==> config.mk <==
export PLATFORM = sky130hd
export DESIGN_NAME = fifo_vec
export DESIGN_NICKNAME = d
export VERILOG_FILES = /design/src/rtl/fifo_vec.sv
export SDC_FILE = /design/constraint.sdc
export NUM_CORES = 2
export LEC_CHECK = 0
export CAP_MARGIN = 20
export CORE_AREA = 2 2 346 520
export CTS_CLUSTER_DIAMETER = 50
export DETAILED_ROUTE_END_ITERATION = 6
export DIE_AREA = 0 0 348 522
export GPL_TIMING_DRIVEN = 1
export PLACE_DENSITY_LB_ADDON = 0.05
export SLEW_MARGIN = 20
export SYNTH_ARGS = -nofsm -noshare
export SYNTH_HDL_FRONTEND = slang
export SYNTH_SLANG_ARGS = --single-unit
==> constraint.sdc <==
create_clock -name clock -period 9.8 [get_ports clock]
set_input_delay 1.96 -clock clock [delete_from_list [all_inputs] [get_ports clock]]
set_output_delay 1.96 -clock clock [all_outputs]
set_load 0.03 [all_outputs]
==> src/rtl/fifo_vec.sv <==
// Single-clock multi-lane FIFO with occupancy count, almost-full, sticky error flags.
// Define FIFO_VEC_FWFT_EN for first-word-fall-through reads; default is registered reads.
module fifo_vec #(
  parameter int DATA_WIDTH   = 32,
  parameter int DEPTH        = 16,
  parameter int LANES        = 3,
  parameter int AFULL_THRESH = DEPTH - 2
) (
  input  logic                         clock,
  input  logic                         reset,
  input  logic                         wr_en,
  input  logic signed [DATA_WIDTH-1:0] din [LANES-1:0],
  output logic                         full,
  output logic                         almost_full,
  input  logic                         rd_en,
  output logic signed [DATA_WIDTH-1:0] dout [LANES-1:0],
  output logic                         empty,
  output logic [$clog2(DEPTH):0]       count,
  output logic                         overflow,
  output logic                         underflow
);

  localparam int AW = $clog2(DEPTH);
  localparam int CW = AW + 1;
  localparam int EW = LANES * DATA_WIDTH;

  logic [EW-1:0] mem_q [DEPTH];
  logic [AW-1:0] wr_ptr_q, wr_ptr_d;
  logic [AW-1:0] rd_ptr_q, rd_ptr_d;
  logic [CW-1:0] count_q, count_d;
  logic          overflow_q, overflow_d;
  logic          underflow_q, underflow_d;
  logic [EW-1:0] wr_word;
  logic [EW-1:0] rd_word;
  logic          wr_acc, rd_acc;

  // Flags come from the registered count only, so accept terms see start-of-cycle state.
  assign full        = (count_q == CW'(DEPTH));
  assign empty       = (count_q == '0);
  assign almost_full = (count_q >= CW'(AFULL_THRESH));
  assign count       = count_q;
  assign overflow    = overflow_q;
  assign underflow   = underflow_q;

  assign wr_acc = wr_en && !full;
  assign rd_acc = rd_en && !empty;

  always_comb begin
    wr_word = '0;
    for (int l = 0; l < LANES; l++) begin
      wr_word[l*DATA_WIDTH +: DATA_WIDTH] = din[l];
    end
  end

  always_comb begin
    wr_ptr_d    = wr_ptr_q;
    rd_ptr_d    = rd_ptr_q;
    count_d     = count_q;
    overflow_d  = overflow_q | (wr_en & full);
    underflow_d = underflow_q | (rd_en & empty);
    if (wr_acc) wr_ptr_d = wr_ptr_q + AW'(1);
    if (rd_acc) rd_ptr_d = rd_ptr_q + AW'(1);
    case ({wr_acc, rd_acc})
      2'b10:   count_d = count_q + CW'(1);
      2'b01:   count_d = count_q - CW'(1);
      default: count_d = count_q;
    endcase
  end

  // Storage is deliberately not reset; only the pointers define valid contents.
  always_ff @(posedge clock) begin
    if (wr_acc) mem_q[wr_ptr_q] <= wr_word;
  end

  always_ff @(posedge clock) begin
    if (reset) begin
      wr_ptr_q    <= '0;
      rd_ptr_q    <= '0;
      count_q     <= '0;
      overflow_q  <= 1'b0;
      underflow_q <= 1'b0;
    end else begin
      wr_ptr_q    <= wr_ptr_d;
      rd_ptr_q    <= rd_ptr_d;
      count_q     <= count_d;
      overflow_q  <= overflow_d;
      underflow_q <= underflow_d;
    end
  end

`ifdef FIFO_VEC_FWFT_EN
  // Head entry is presented directly; undefined contents while empty.
  assign rd_word = mem_q[rd_ptr_q];
`else
  logic [EW-1:0] dout_q, dout_d;

  always_comb begin
    dout_d = dout_q;
    if (rd_acc) dout_d = mem_q[rd_ptr_q];
  end

  always_ff @(posedge clock) begin
    if (reset) dout_q <= '0;
    else       dout_q <= dout_d;
  end

  assign rd_word = dout_q;
`endif

  always_comb begin
    for (int l = 0; l < LANES; l++) begin
      dout[l] = rd_word[l*DATA_WIDTH +: DATA_WIDTH];
    end
  end

endmodule

==> load_flow_metrics.sql <==
INSERT INTO impl_metrics (metric_group, metric, value, unit) VALUES
('global_route', 'antenna_found_initial', '13', ''),
('synth', 'syn_area_per_cell', '23.1', 'um2'),
('floorplan', 'top_level_ports', '206', ''),
('setup_path', 'reg2reg_depth', '6', ''),
('synth', 'post_synth_fa_ha_maj_area_fraction', '0.162', '%'),
('sta', 'worst_clock_skew', '0.0262', 'ns'),
('detailed_routing', 'detailroute.via_count', '28100', ''),
('setup_path', 'critical_path_arrival', '5.42', 'ns'),
('detailed_routing', 'route.detailed.wl_per_inst', '28.8', 'um'),
('synth', 'number_of_cells_produced_by_synthesis', '2666', ''),
('setup_path', 'r2r_end', 'dout[4]', ''),
('setup_path', 'worst_path_most_repeated_cell', 'sky130_fd_sc_hd__buf_4', ''),
('sta', 'timing.final.crit_share', '51.4', '%'),
('clock_tree', 'ctsLongestPathBuffers', '3', ''),
('sta', 'setup_viol', '0', ''),
('floorplan', 'floorplan.die.height', '522', 'um'),
('placed_design', 'gpl.final_weighted_congestion', '0.724', ''),
('setup_path', 'required', '10.19', 'ns'),
('setup_path', 'timing.setup.critical_path_class', 'input pin to register', ''),
('synth', 'combinational_family_with_the_most_area_after_synthesis', 'multiplexers', ''),
('clock_tree', 'worst_setup_hold_path_clk_slew', '0.06', 'ns'),
('final_layout', 'num-fill-cells', '15500', ''),
('setup_path', 'crit_path_cell_trace', 'clkdlybuf4s50_1 > a21boi_1 > nand2_1 > nor2_4 > buf_4 > buf_4', ''),
('global_route', 'number_of_global_route_vias_before_repair', '30600', ''),
('placed_design', 'place_inst', '5090', ''),
('detailed_routing', 'totalWireLength', '156000', 'um'),
('clock_tree', 'post_cts_resize_count', '0', ''),
('synth', 'syn_area', '61700', 'um2'),
('hold_path', 'whs_path_depth', '1', ''),
('floorplan', 'core.rowCount', '190', ''),
('setup_path', 'critical_r2r_launch', 'rd_ptr_q[0]', ''),
('synth', 'synth-seq-cells', '1647', ''),
('sta', 'worstMarginPinSlew', '1.18', 'ns'),
('synth', 'synth_compound_gate_area_share', '1.78', '%'),
('sta', 'layout_min_cycle_time', '5.03', 'ns'),
('clock_tree', 'clockRootBuffer', 'sky130_fd_sc_hd__clkbuf_16', ''),
('sta', 'rsz0062_at_grt', 'no', ''),
('setup_path', 'ff2ff_setup_slack', '5.79', 'ns'),
('placed_design', 'place_worst_setup_slack', '3.88', 'ns'),
('outcome', 'run_status', 'finished clean', ''),
('setup_path', 'crit_fanout', '51', ''),
('floorplan', 'fp.coreArea', '178000', 'um2'),
('synth', 'synth-main-ff-cell', 'sky130_fd_sc_hd__edfxtp_1', ''),
('clock_tree', 'cts-buffers-inserted', '166', ''),
('floorplan', 'floorplan.die.width', '348', 'um'),
('power_and_ir_drop', 'leakagePower', '0.0220', 'uW'),
('hold_path', 'hp-start', 'dout[24]', ''),
('power_and_ir_drop', 'irDropWorstVdd', '0.172', 'mV'),
('clock_tree', 'postCtsSetupBuffers', '0', ''),
('setup_path', 'crit_path_top_delay_cell', 'sky130_fd_sc_hd__buf_4', ''),
('final_layout', 'nNetsFinal', '3064', ''),
('clock_tree', 'worst_skew_pair.late_latency', '0.79', 'ns'),
('floorplan', 'floorplan.die_area', '182000', 'um2'),
('power_and_ir_drop', 'power.density', '244', 'nW/um2'),
('setup_path', 'worst_setup_path_end_kind', 'register', ''),
('final_layout', 'layout-drive-gt1-share', '27.0', '%'),
('placed_design', 'io_buffer_count', '205', ''),
('clock_tree', 'htreeDepth', '4', ''),
('sta', 'relSlewSlack', '21.2', '%'),
('global_route', 'grtUsageTotal', '17.3', '%'),
('clock_tree', 'cts_tree', 'done', ''),
('detailed_routing', 'first_pass_drt_iterations', '5', ''),
('detailed_routing', 'drt.antenna.violating_nets', '0', ''),
('sta', 'finalSetupTns', '0', 'ns'),
('synth', 'yosys.area_share.simple', '1.01', '%'),
('setup_path', 'number_of_buffer_and_inverter_instances_along_the_worst_setup_path', '3', ''),
('job', 'maxCapViolations', '0', ''),
('placed_design', 'place_hpwl', '85200', 'um'),
('synth', 'synth_async_sr_flop_share', '0', '%'),
('setup_path', 'cpLargestDelayFamily', 'buffers and inverters', ''),
('detailed_routing', 'avgViaCountPerCell', '5.20', '');
## worst max-delay path by stage
stage,startpoint,end,slack [ns],cells after the start
5_1_grt,wr_en,mem_q[9][57],4.60,6
6_report,wr_en,mem_q[9][57],4.77,6
2_1_floorplan,wr_en,mem_q[0][0],0.12,3
4_1_cts,wr_en,mem_q[9][57],4.73,6
3_3_place_gp,wr_en,mem_q[12][1],3.92,5
3_5_place_dp,wr_en,mem_q[9][42],3.88,6
## layout by cell type (no fill, tap or decap), types with 2 or more instances in the layout
master                            count
sky130_fd_sc_hd__edfxtp_1          1536
sky130_fd_sc_hd__mux4_2             384
sky130_fd_sc_hd__clkdlybuf4s50_1    205
sky130_fd_sc_hd__clkbuf_16          174
sky130_fd_sc_hd__nor2_1             115
sky130_fd_sc_hd__dfxtp_1            108
sky130_fd_sc_hd__mux2i_1             99
sky130_fd_sc_hd__mux2_2              98
sky130_fd_sc_hd__a221o_1             96
sky130_fd_sc_hd__buf_4               50
sky130_fd_sc_hd__clkbuf_1            29
sky130_fd_sc_hd__clkinv_2            25
sky130_fd_sc_hd__clkinv_1            18
sky130_fd_sc_hd__clkinvlp_4          16
sky130_fd_sc_hd__bufinv_16           16
sky130_fd_sc_hd__clkbuf_8            14
sky130_fd_sc_hd__nor2_4              13
sky130_fd_sc_hd__buf_12              13
sky130_fd_sc_hd__ha_1                 8
sky130_fd_sc_hd__xor2_1               7
sky130_fd_sc_hd__inv_6                7
sky130_fd_sc_hd__clkinv_4             7
sky130_fd_sc_hd__nand2_1              6
sky130_fd_sc_hd__diode_2              5
sky130_fd_sc_hd__inv_1                4
sky130_fd_sc_hd__o211ai_1             4
sky130_fd_sc_hd__nor3_2               4
sky130_fd_sc_hd__a21oi_1              4
sky130_fd_sc_hd__nor2b_1              3
sky130_fd_sc_hd__clkinv_8             3
sky130_fd_sc_hd__buf_16               3
sky130_fd_sc_hd__dfxtp_4              3
sky130_fd_sc_hd__nand2b_1             2
sky130_fd_sc_hd__xnor2_1              2
sky130_fd_sc_hd__a22oi_1              2
sky130_fd_sc_hd__o21ai_0              2
sky130_fd_sc_hd__or3_1                2
sky130_fd_sc_hd__and3_1               2
## power breakdown
part / internal (uW) / switching, uW
registers: 8030 / 262
clock network: 3800 / 2730
logic: 1290 / 1560
## metal layers
metal | track usage (%) | up-vias | share of wire, %
met4 | 4.39 | 10 | 1.9
met2 | 29.5 | 574 | 51
li1 | - | 11900 | -
met3 | 2.92 | 220 | 4.1
met5 | 0 | - | 0.044
met1 | 23.1 | 15400 | 43
## cell usage after synthesis, types with 2 or more instances
master,number,area share (%)
sky130_fd_sc_hd__xor2_1,7,0.099
sky130_fd_sc_hd__mux2i_1,99,1.6
sky130_fd_sc_hd__clkbuf_1,70,0.43
sky130_fd_sc_hd__ha_1,8,0.16
sky130_fd_sc_hd__nor2b_1,3,0.030
sky130_fd_sc_hd__xnor2_1,2,0.028
sky130_fd_sc_hd__buf_6,5,0.091
sky130_fd_sc_hd__nand2_1,6,0.037
sky130_fd_sc_hd__a22oi_1,2,0.024
sky130_fd_sc_hd__nand2b_1,2,0.020
sky130_fd_sc_hd__o211ai_1,4,0.049
sky130_fd_sc_hd__o21ai_0,2,0.016
sky130_fd_sc_hd__buf_2,47,0.38
sky130_fd_sc_hd__a21oi_1,4,0.032
sky130_fd_sc_hd__buf_1,27,0.16
sky130_fd_sc_hd__and3_1,2,0.020
sky130_fd_sc_hd__mux2_2,98,1.8
sky130_fd_sc_hd__nor2_1,128,0.78
sky130_fd_sc_hd__or3_1,2,0.020
sky130_fd_sc_hd__dfxtp_1,111,3.6
sky130_fd_sc_hd__a221o_1,96,1.6
sky130_fd_sc_hd__inv_1,4,0.024
sky130_fd_sc_hd__nor3_1,5,0.041
sky130_fd_sc_hd__edfxtp_1,1536,75
sky130_fd_sc_hd__mux4_2,384,14
## stage by stage
step	util, %	total power [uW]	hold WS (ns)	cell area, um2
after CTS	40.8	18000	0.495	72400
after detailed placement	37.6	11400	0.473	66800
after global placement	37.5	11400	0.480	66600
final	40.8	17700	0.490	72500
after global routing	40.8	18400	0.517	72500
after floorplan	-	10200	0.509	61700
## state kept, by name (all words and copies together) (netlist names)
register,count
count,5
dout,96
mem_q,1536
overflow,1
rd_ptr_q,4
underflow,1
wr_ptr_q,4
## worst reg2reg max path, delay by kind of cell, from the launching register on
family	cells	cell delay, ns
AND/OR/NAND/NOR	1	0.09
AO/OA/AOI/OAI	1	0.30
multiplexers	2	1.00
buffers and inverters	2	1.51
flip-flops	1	1.01
## cell type report
type	instances	area, um2	area share, %
repair buffers	271	2770	3.82
inverters	4	15.0	0.0207
multi-input cells	866	12800	17.6
well taps	2304	2880	3.98
flip-flops and latches	1647	48400	66.7
clock buffers	217	4660	6.42
clock inverters	94	1010	1.39
diodes	5	12.5	0.0173
## cells by family (layout without fill, tap and decap cells)
| logic type | Yosys count | after routing |
|---|---|---|
| muxes | 581 | 581 |
| and+or+nand+nor | 153 | 153 |
| AOI/OAI and AO/OA | 115 | 115 |
| adders and majority gates | 8 | 8 |
| DFF | 1647 | 1647 |
| buffers and inverters | 153 | 586 |
| xor gates and xnor gates | 9 | 9 |
| other | 0 | 5 |
Power figures use the tool's default switching activity.
